[config.mk]
export PLATFORM = sky130hd
export DESIGN_NAME = photobooth_ctrl
export DESIGN_NICKNAME = d
export VERILOG_FILES = /design/src/rtl/photobooth_pkg.sv /design/src/rtl/photobooth_ctrl_sec_tick.sv /design/src/rtl/photobooth_ctrl.sv
export SDC_FILE = /design/constraint.sdc
export NUM_CORES = 1
export LEC_CHECK = 0
export CAP_MARGIN = 5
export CORE_MARGIN = 10
export CORE_UTILIZATION = 61
export CTS_CLUSTER_SIZE = 40
export DETAILED_ROUTE_END_ITERATION = 7
export HOLD_SLACK_MARGIN = 0.12
export PLACE_DENSITY = 0.84
export SLEW_MARGIN = 20
export SYNTH_ARGS = -nofsm -noshare
export SYNTH_HDL_FRONTEND = slang
export SYNTH_HIERARCHICAL = 1
export SYNTH_SLANG_ARGS = --single-unit
[constraint.sdc]
create_clock -name clk_in -period 5.9 [get_ports clk_in]
set_input_delay 1.18 -clock clk_in [delete_from_list [all_inputs] [get_ports clk_in]]
set_output_delay 1.18 -clock clk_in [all_outputs]
set_load 0.1 [all_outputs]
[src/rtl/photobooth_pkg.sv]
// photobooth_pkg: state encoding, filter ids and clock default
// shared by the photobooth sequencer and its tick generator.
package photobooth_pkg;

  localparam int PB_CLK_HZ = 65_000_000;

  typedef enum logic [2:0] {
    PB_IDLE      = 3'd0,
    PB_COUNTDOWN = 3'd1,
    PB_CAPTURE   = 3'd2,
    PB_CHOOSE    = 3'd3,
    PB_PROCESS   = 3'd4,
    PB_SEND      = 3'd5
  } pb_state_t;

  localparam logic [3:0] FILT_NONE   = 4'd0;
  localparam logic [3:0] FILT_GRAY   = 4'd1;
  localparam logic [3:0] FILT_INVERT = 4'd2;
  localparam logic [3:0] FILT_EDGE   = 4'd3;

endpackage

[src/rtl/photobooth_ctrl_sec_tick.sv]
// sec_tick: one-cycle strobe every CLK_HZ cycles, with a
// synchronous restart that zeroes the phase counter.
module sec_tick
  import photobooth_pkg::*;
#(
  parameter int CLK_HZ = PB_CLK_HZ
) (
  input  logic clk_in,
  input  logic rst_n_in,
  input  logic restart_in,
  output logic tick_out
);

  localparam int W = (CLK_HZ > 1) ? $clog2(CLK_HZ) : 1;
  localparam logic [W-1:0] LAST = W'(CLK_HZ - 1);

  logic [W-1:0] cnt_q, cnt_d;

  // advance phase, wrap at the last count or on restart
  always_comb begin
    cnt_d = cnt_q + W'(1);
    if (restart_in || cnt_q == LAST) cnt_d = '0;
  end

  // phase counter register
  always_ff @(posedge clk_in or negedge rst_n_in) begin
    if (!rst_n_in) cnt_q <= '0;
    else           cnt_q <= cnt_d;
  end

  assign tick_out = (cnt_q == LAST) && !restart_in;

endmodule

[src/rtl/photobooth_ctrl.sv]
// photobooth_ctrl: button-driven countdown / capture / filter /
// handshake sequencer. Optional CHOOSE idle timeout: PHOTOBOOTH_TIMEOUT_EN.
module photobooth_ctrl
  import photobooth_pkg::*;
#(
  parameter int CLK_HZ      = PB_CLK_HZ,
  parameter int COUNT_SEC   = 3,
  parameter int NUM_SHOTS   = 1,
  parameter int NUM_FILTERS = 4,
  parameter int TIMEOUT_SEC = 30
) (
  input  logic       clk_in,
  input  logic       rst_n_in,
  input  logic       start_in,
  input  logic       left_in,
  input  logic       right_in,
  input  logic       frame_done_in,
  input  logic       process_done_in,
  input  logic       send_done_in,
  output logic [2:0] state_out,
  output logic       freeze_out,
  output logic [3:0] countdown_out,
  output logic [2:0] shot_idx_out,
  output logic [3:0] filter_sel_out,
  output logic       process_start_out,
  output logic       send_start_out,
  output logic       busy_out
);

  localparam logic [3:0] CNT_INIT  = 4'(COUNT_SEC);
  localparam logic [2:0] SHOT_LAST = 3'(NUM_SHOTS - 1);
  localparam logic [3:0] FILT_LAST = 4'(NUM_FILTERS - 1);

  pb_state_t  state_q, state_d;
  logic       freeze_q, freeze_d;
  logic [3:0] cd_q, cd_d;
  logic [2:0] shot_q, shot_d;
  logic [3:0] filt_q, filt_d;
  logic       pstart_q, pstart_d;
  logic       sstart_q, sstart_d;
  logic       busy_q;
  logic [2:0] btn, btn_q, edge_q;
  logic       start_e, left_e, right_e;
  logic       tick, restart;

`ifdef PHOTOBOOTH_TIMEOUT_EN
  localparam int TW = $clog2(TIMEOUT_SEC + 1);
  localparam logic [TW-1:0] TO_LAST = TW'(TIMEOUT_SEC - 1);
  logic [TW-1:0] to_q, to_d;
`endif

  assign btn = {start_in, left_in, right_in};
  assign {start_e, left_e, right_e} = edge_q;

  // button history and registered rising-edge strobes
  always_ff @(posedge clk_in or negedge rst_n_in) begin
    if (!rst_n_in) begin
      btn_q  <= '0;
      edge_q <= '0;
    end else begin
      btn_q  <= btn;
      edge_q <= btn & ~btn_q;
    end
  end

  sec_tick #(
    .CLK_HZ(CLK_HZ)
  ) u_tick (
    .clk_in    (clk_in),
    .rst_n_in  (rst_n_in),
    .restart_in(restart),
    .tick_out  (tick)
  );

  // next state, datapath updates and handshake strobes
  always_comb begin
    state_d  = state_q;
    freeze_d = freeze_q;
    cd_d     = cd_q;
    shot_d   = shot_q;
    filt_d   = filt_q;
    pstart_d = 1'b0;
    sstart_d = 1'b0;
    restart  = 1'b0;
`ifdef PHOTOBOOTH_TIMEOUT_EN
    to_d     = to_q;
`endif
    unique case (state_q)
      PB_IDLE: begin
        if (start_e) begin
          state_d = PB_COUNTDOWN;
          cd_d    = CNT_INIT;
          restart = 1'b1;
        end
      end
      PB_COUNTDOWN: begin
        if (tick) begin
          if (cd_q == 4'd1) begin
            state_d = PB_CAPTURE;
            cd_d    = '0;
          end else begin
            cd_d = cd_q - 4'd1;
          end
        end
      end
      PB_CAPTURE: begin
        if (frame_done_in) begin
          restart = 1'b1;
          if (shot_q < SHOT_LAST) begin
            shot_d  = shot_q + 3'd1;
            state_d = PB_COUNTDOWN;
            cd_d    = CNT_INIT;
          end else begin
            state_d  = PB_CHOOSE;
            freeze_d = 1'b1;
`ifdef PHOTOBOOTH_TIMEOUT_EN
            to_d     = '0;
`endif
          end
        end
      end
      PB_CHOOSE: begin
        if (start_e) begin
          pstart_d = 1'b1;
          state_d  = PB_PROCESS;
        end else if (left_e != right_e) begin
          restart = 1'b1;
`ifdef PHOTOBOOTH_TIMEOUT_EN
          to_d    = '0;
`endif
          if (left_e)
            filt_d = (filt_q == '0) ? FILT_LAST : filt_q - 4'd1;
          else
            filt_d = (filt_q == FILT_LAST) ? '0 : filt_q + 4'd1;
        end
`ifdef PHOTOBOOTH_TIMEOUT_EN
        else if (tick) begin
          if (to_q == TO_LAST) begin
            state_d  = PB_IDLE;
            freeze_d = 1'b0;
          end else begin
            to_d = to_q + TW'(1);
          end
        end
`endif
      end
      PB_PROCESS: begin
        if (process_done_in) begin
          sstart_d = 1'b1;
          state_d  = PB_SEND;
        end
      end
      PB_SEND: begin
        if (send_done_in) begin
          freeze_d = 1'b0;
          state_d  = PB_IDLE;
        end
      end
      default: begin
        state_d  = PB_IDLE;
        freeze_d = 1'b0;
      end
    endcase
    if (state_d == PB_IDLE) begin
      shot_d = '0;
      filt_d = FILT_NONE;
      cd_d   = '0;
    end
  end

  // registered state and outputs
  always_ff @(posedge clk_in or negedge rst_n_in) begin
    if (!rst_n_in) begin
      state_q  <= PB_IDLE;
      freeze_q <= 1'b0;
      cd_q     <= '0;
      shot_q   <= '0;
      filt_q   <= FILT_NONE;
      pstart_q <= 1'b0;
      sstart_q <= 1'b0;
      busy_q   <= 1'b0;
    end else begin
      state_q  <= state_d;
      freeze_q <= freeze_d;
      cd_q     <= cd_d;
      shot_q   <= shot_d;
      filt_q   <= filt_d;
      pstart_q <= pstart_d;
      sstart_q <= sstart_d;
      busy_q   <= (state_d != PB_IDLE);
    end
  end

`ifdef PHOTOBOOTH_TIMEOUT_EN
  // CHOOSE idle-seconds counter
  always_ff @(posedge clk_in or negedge rst_n_in) begin
    if (!rst_n_in) to_q <= '0;
    else           to_q <= to_d;
  end
`endif

  assign state_out         = state_q;
  assign freeze_out        = freeze_q;
  assign countdown_out     = cd_q;
  assign shot_idx_out      = shot_q;
  assign filter_sel_out    = filt_q;
  assign process_start_out = pstart_q;
  assign send_start_out    = sstart_q;
  assign busy_out          = busy_q;

endmodule

==> run metrics <==
asr flop ratio synth=100%; share of cells above drive strength 1=5.78%; number of flops mapped to enable cells by yosys=0; Fillers=334; Setup violations, final=0; initial antenna violation count=0; area of the multi-input gates=approximately 1400 um^2; post-synthesis register bit count=47; Buf+Inv Stages, Crit Path=1; CP top delay family=buffers and inverters; Clock Skews=0.00497 ns; I/O Pins=26; remaining global-route overflow=0; H-Tree Level Count=2; Synth top area share=approximately 44%; core area=4120 um^2; layout overhead on the synthesized area=10.2%; final worst slack=roughly 2.5 ns; min-delay src=btn_q[2]; synth top area cells=dfrtp_1 44%, ha_1 3.3%, a21oi_1 3.2%; Hold Path Cell Cnt=1; crit path max-delay cell type=clkdlybuf4s50_1; Setup CP Type=reg -> out; Setup crit start kind=register; most frequent cells in the layout=47 x dfrtp_1, 22 x nor2_1, 21 x clkdlybuf4s50_1, 17 x nand3_1, 17 x a21oi_1; r2r startpoint=state_out[2]; reg2reg path depth=8; Routed Antenna Nets=0; register area=1180 um^2; Die Y=86.1 um; Die ar.=~7400 um^2; Peak Freq=0.296 GHz; final hold violation count=0; Starting Density=64.7%; clk_lat worst skew=approximately 0.30 ns; worst hold endpoint=edge_q[2]; Tmin final=3.37 ns; Leak Pwr=1.20 nW; Final GP Congestion=0.842; slew of the pin with the lowest slew margin=0.983 ns; crit path DAT=2.19 ns; status=finished, final reports clean; # port buffers=22; Net count, final=308; RSZ-0062 raised after global routing=no; Worst R2R Setup Slack=around 3.3 ns; WHS=0.407 ns; CP peak stage delay=1.23 ns; DR vias=~2,100; CTS tree=yes; Post-CTS Setup Repair Bufs=0; root buffer cell=clkbuf_8; Cell Area, Synth=2660 um^2; Power Dens Cells=232 nW/um^2; Critical Path, Cell by Cell=clkdlybuf4s50_1; WL/cell=15.9 um; pin count of the biggest net entering global routing=between 40 and 50; Tcrit/Tclk final=57.2%; required time worst endpoint=4.72 ns; DR iter-0 viols=around 200; Worst Setup End Kind=output port; Sink Count=47; die width=~86 um; Max-cap violations=0; n_diodes=0; DR pass1 iterations=4; first-pass GRT wire length=just under 10,000 um; Synth Instances=278; Avg Cell Area, Syn=around 9.6 um^2; number of gates resized after CTS=0; post-synth cell types=54; post-DP HPWL=3910 um; register area share after synthesis=44.2%; most common cell after layout, fill and taps aside=dfrtp_1; main flop type after synthesis=dfrtp_1; worst-path maximum fanout=16; Max VDD drop=0.187 mV; Worst-path clk slew=0.08 ns; Yosys Warn Count=6; max-slew violation count=0; # rows=23; hold_buf cts=0; number of global-route vias before repair=2,120; setup tns final=0 ns; vias per cell=6.15; Slew headroom=34.3%; Post-Route WL=approximately 5500 um; Hold WC Path Type=reg -> reg; TritonCTS buffer count=5; Reg-to-Reg End=filter_sel_out[2]; Global Route Usage Sum=15.4%; clk buf depth=2; drc violations=0; Place WS=2.72 ns; leading area contributor after synthesis=dfrtp_1
power by group:
group          switching [mW]  internal (mW)
combinational          0.0691         0.0415
sequential             0.0340          0.349
clock                   0.102         0.0833
stage by stage:
stage | total power [mW] | instance area, um^2 | instances | utilization (%)
4_1_cts | 0.687 | 2930 | 344 | 71.3
2_1_floorplan | 0.469 | 2670 | 280 | -
5_1_grt | 0.714 | 2940 | 344 | 71.3
3_5_place_dp | 0.501 | 2850 | 336 | 69.3
3_3_place_gp | 0.496 | 2850 | 336 | 69.3
6_report | 0.680 | 2940 | 344 | 71.3
cells in the mapped netlist (4+ instances only):
master	instances
a21oi_1	17
and3_1	5
and4_1	4
buf_2	7
dfrtp_1	47
ha_1	7
inv_1	8
mux2i_1	5
nand2_1	16
nand2b_1	6
nand3_1	17
nand4_1	7
nor2_1	22
nor2b_1	6
nor4_1	4
o21ai_0	10
o31ai_1	7
or3_1	6
or4_1	8
xnor2_1	6
xor2_1	8
flip-flops by register name, summed over array words and instances, names as in the netlist:
register and flops:
u_tick/cnt_q 26, state_out 3, filter_sel_out 4, send_start_out 1, busy_out 1, countdown_out 4, process_start_out 1, freeze_out 1
edge_q 3, btn_q 3
cells by family (layout without fill, tap and decap cells):
family          count (synthesis)  in the layout  share of synthesized area (%)
simple gates                  128            128                           28.5
compound gates                 51             51                           12.5
flops                          47             47                           44.2
buf+inv                        25             39                           4.89
xor+xnor                       14             14                           4.61
fa+ha+maj                       7              7                           3.29
mux                             5              5                           1.88
other cells                     1              3                          0.141
final cells by class:
class / instances / area share (%)
clock buffer: 7 / 2.60
clock inverter: 1 / 0.171
inverter: 9 / 1.15
multi-input combinational: 208 / 46.5
sequential: 47 / 40.1
tap: 50 / 2.13
timing repair buffer: 22 / 7.42
per-layer routing:
| metal | routed length, um | global-route usage, % |
|---|---|---|
| met1 | 2450 | 18.5 |
| met2 | 2670 | 25.0 |
| met3 | 283 | 4.92 |
| met4 | 53 | 6.14 |
| met5 | 0 | 0 |
worst reg2reg max path, stage by stage (launching register included):
cell	delay, ns
dfrtp_1	0.66
nand4bb_1	0.29
nand2b_1	0.20
o31ai_1	0.12
nor2_1	0.25
mux2i_1	0.12
a32oi_1	0.22
and4b_1	0.56
a311oi_2	0.08
how the worst max path moves through the flow:
stage	from	endpoint	slack, ns	cells after the start
2_1_floorplan	state_out[1]	countdown_out[2]	3.30	8
3_3_place_gp	frame_done_in	countdown_out[1]	2.80	8
3_5_place_dp	frame_done_in	countdown_out[1]	2.72	8
4_1_cts	state_out[2]	state_out[2]	2.52	1
5_1_grt	state_out[2]	state_out[2]	2.45	1
6_report	state_out[2]	state_out[2]	2.53	1
(Power assumes the default switching activity.)
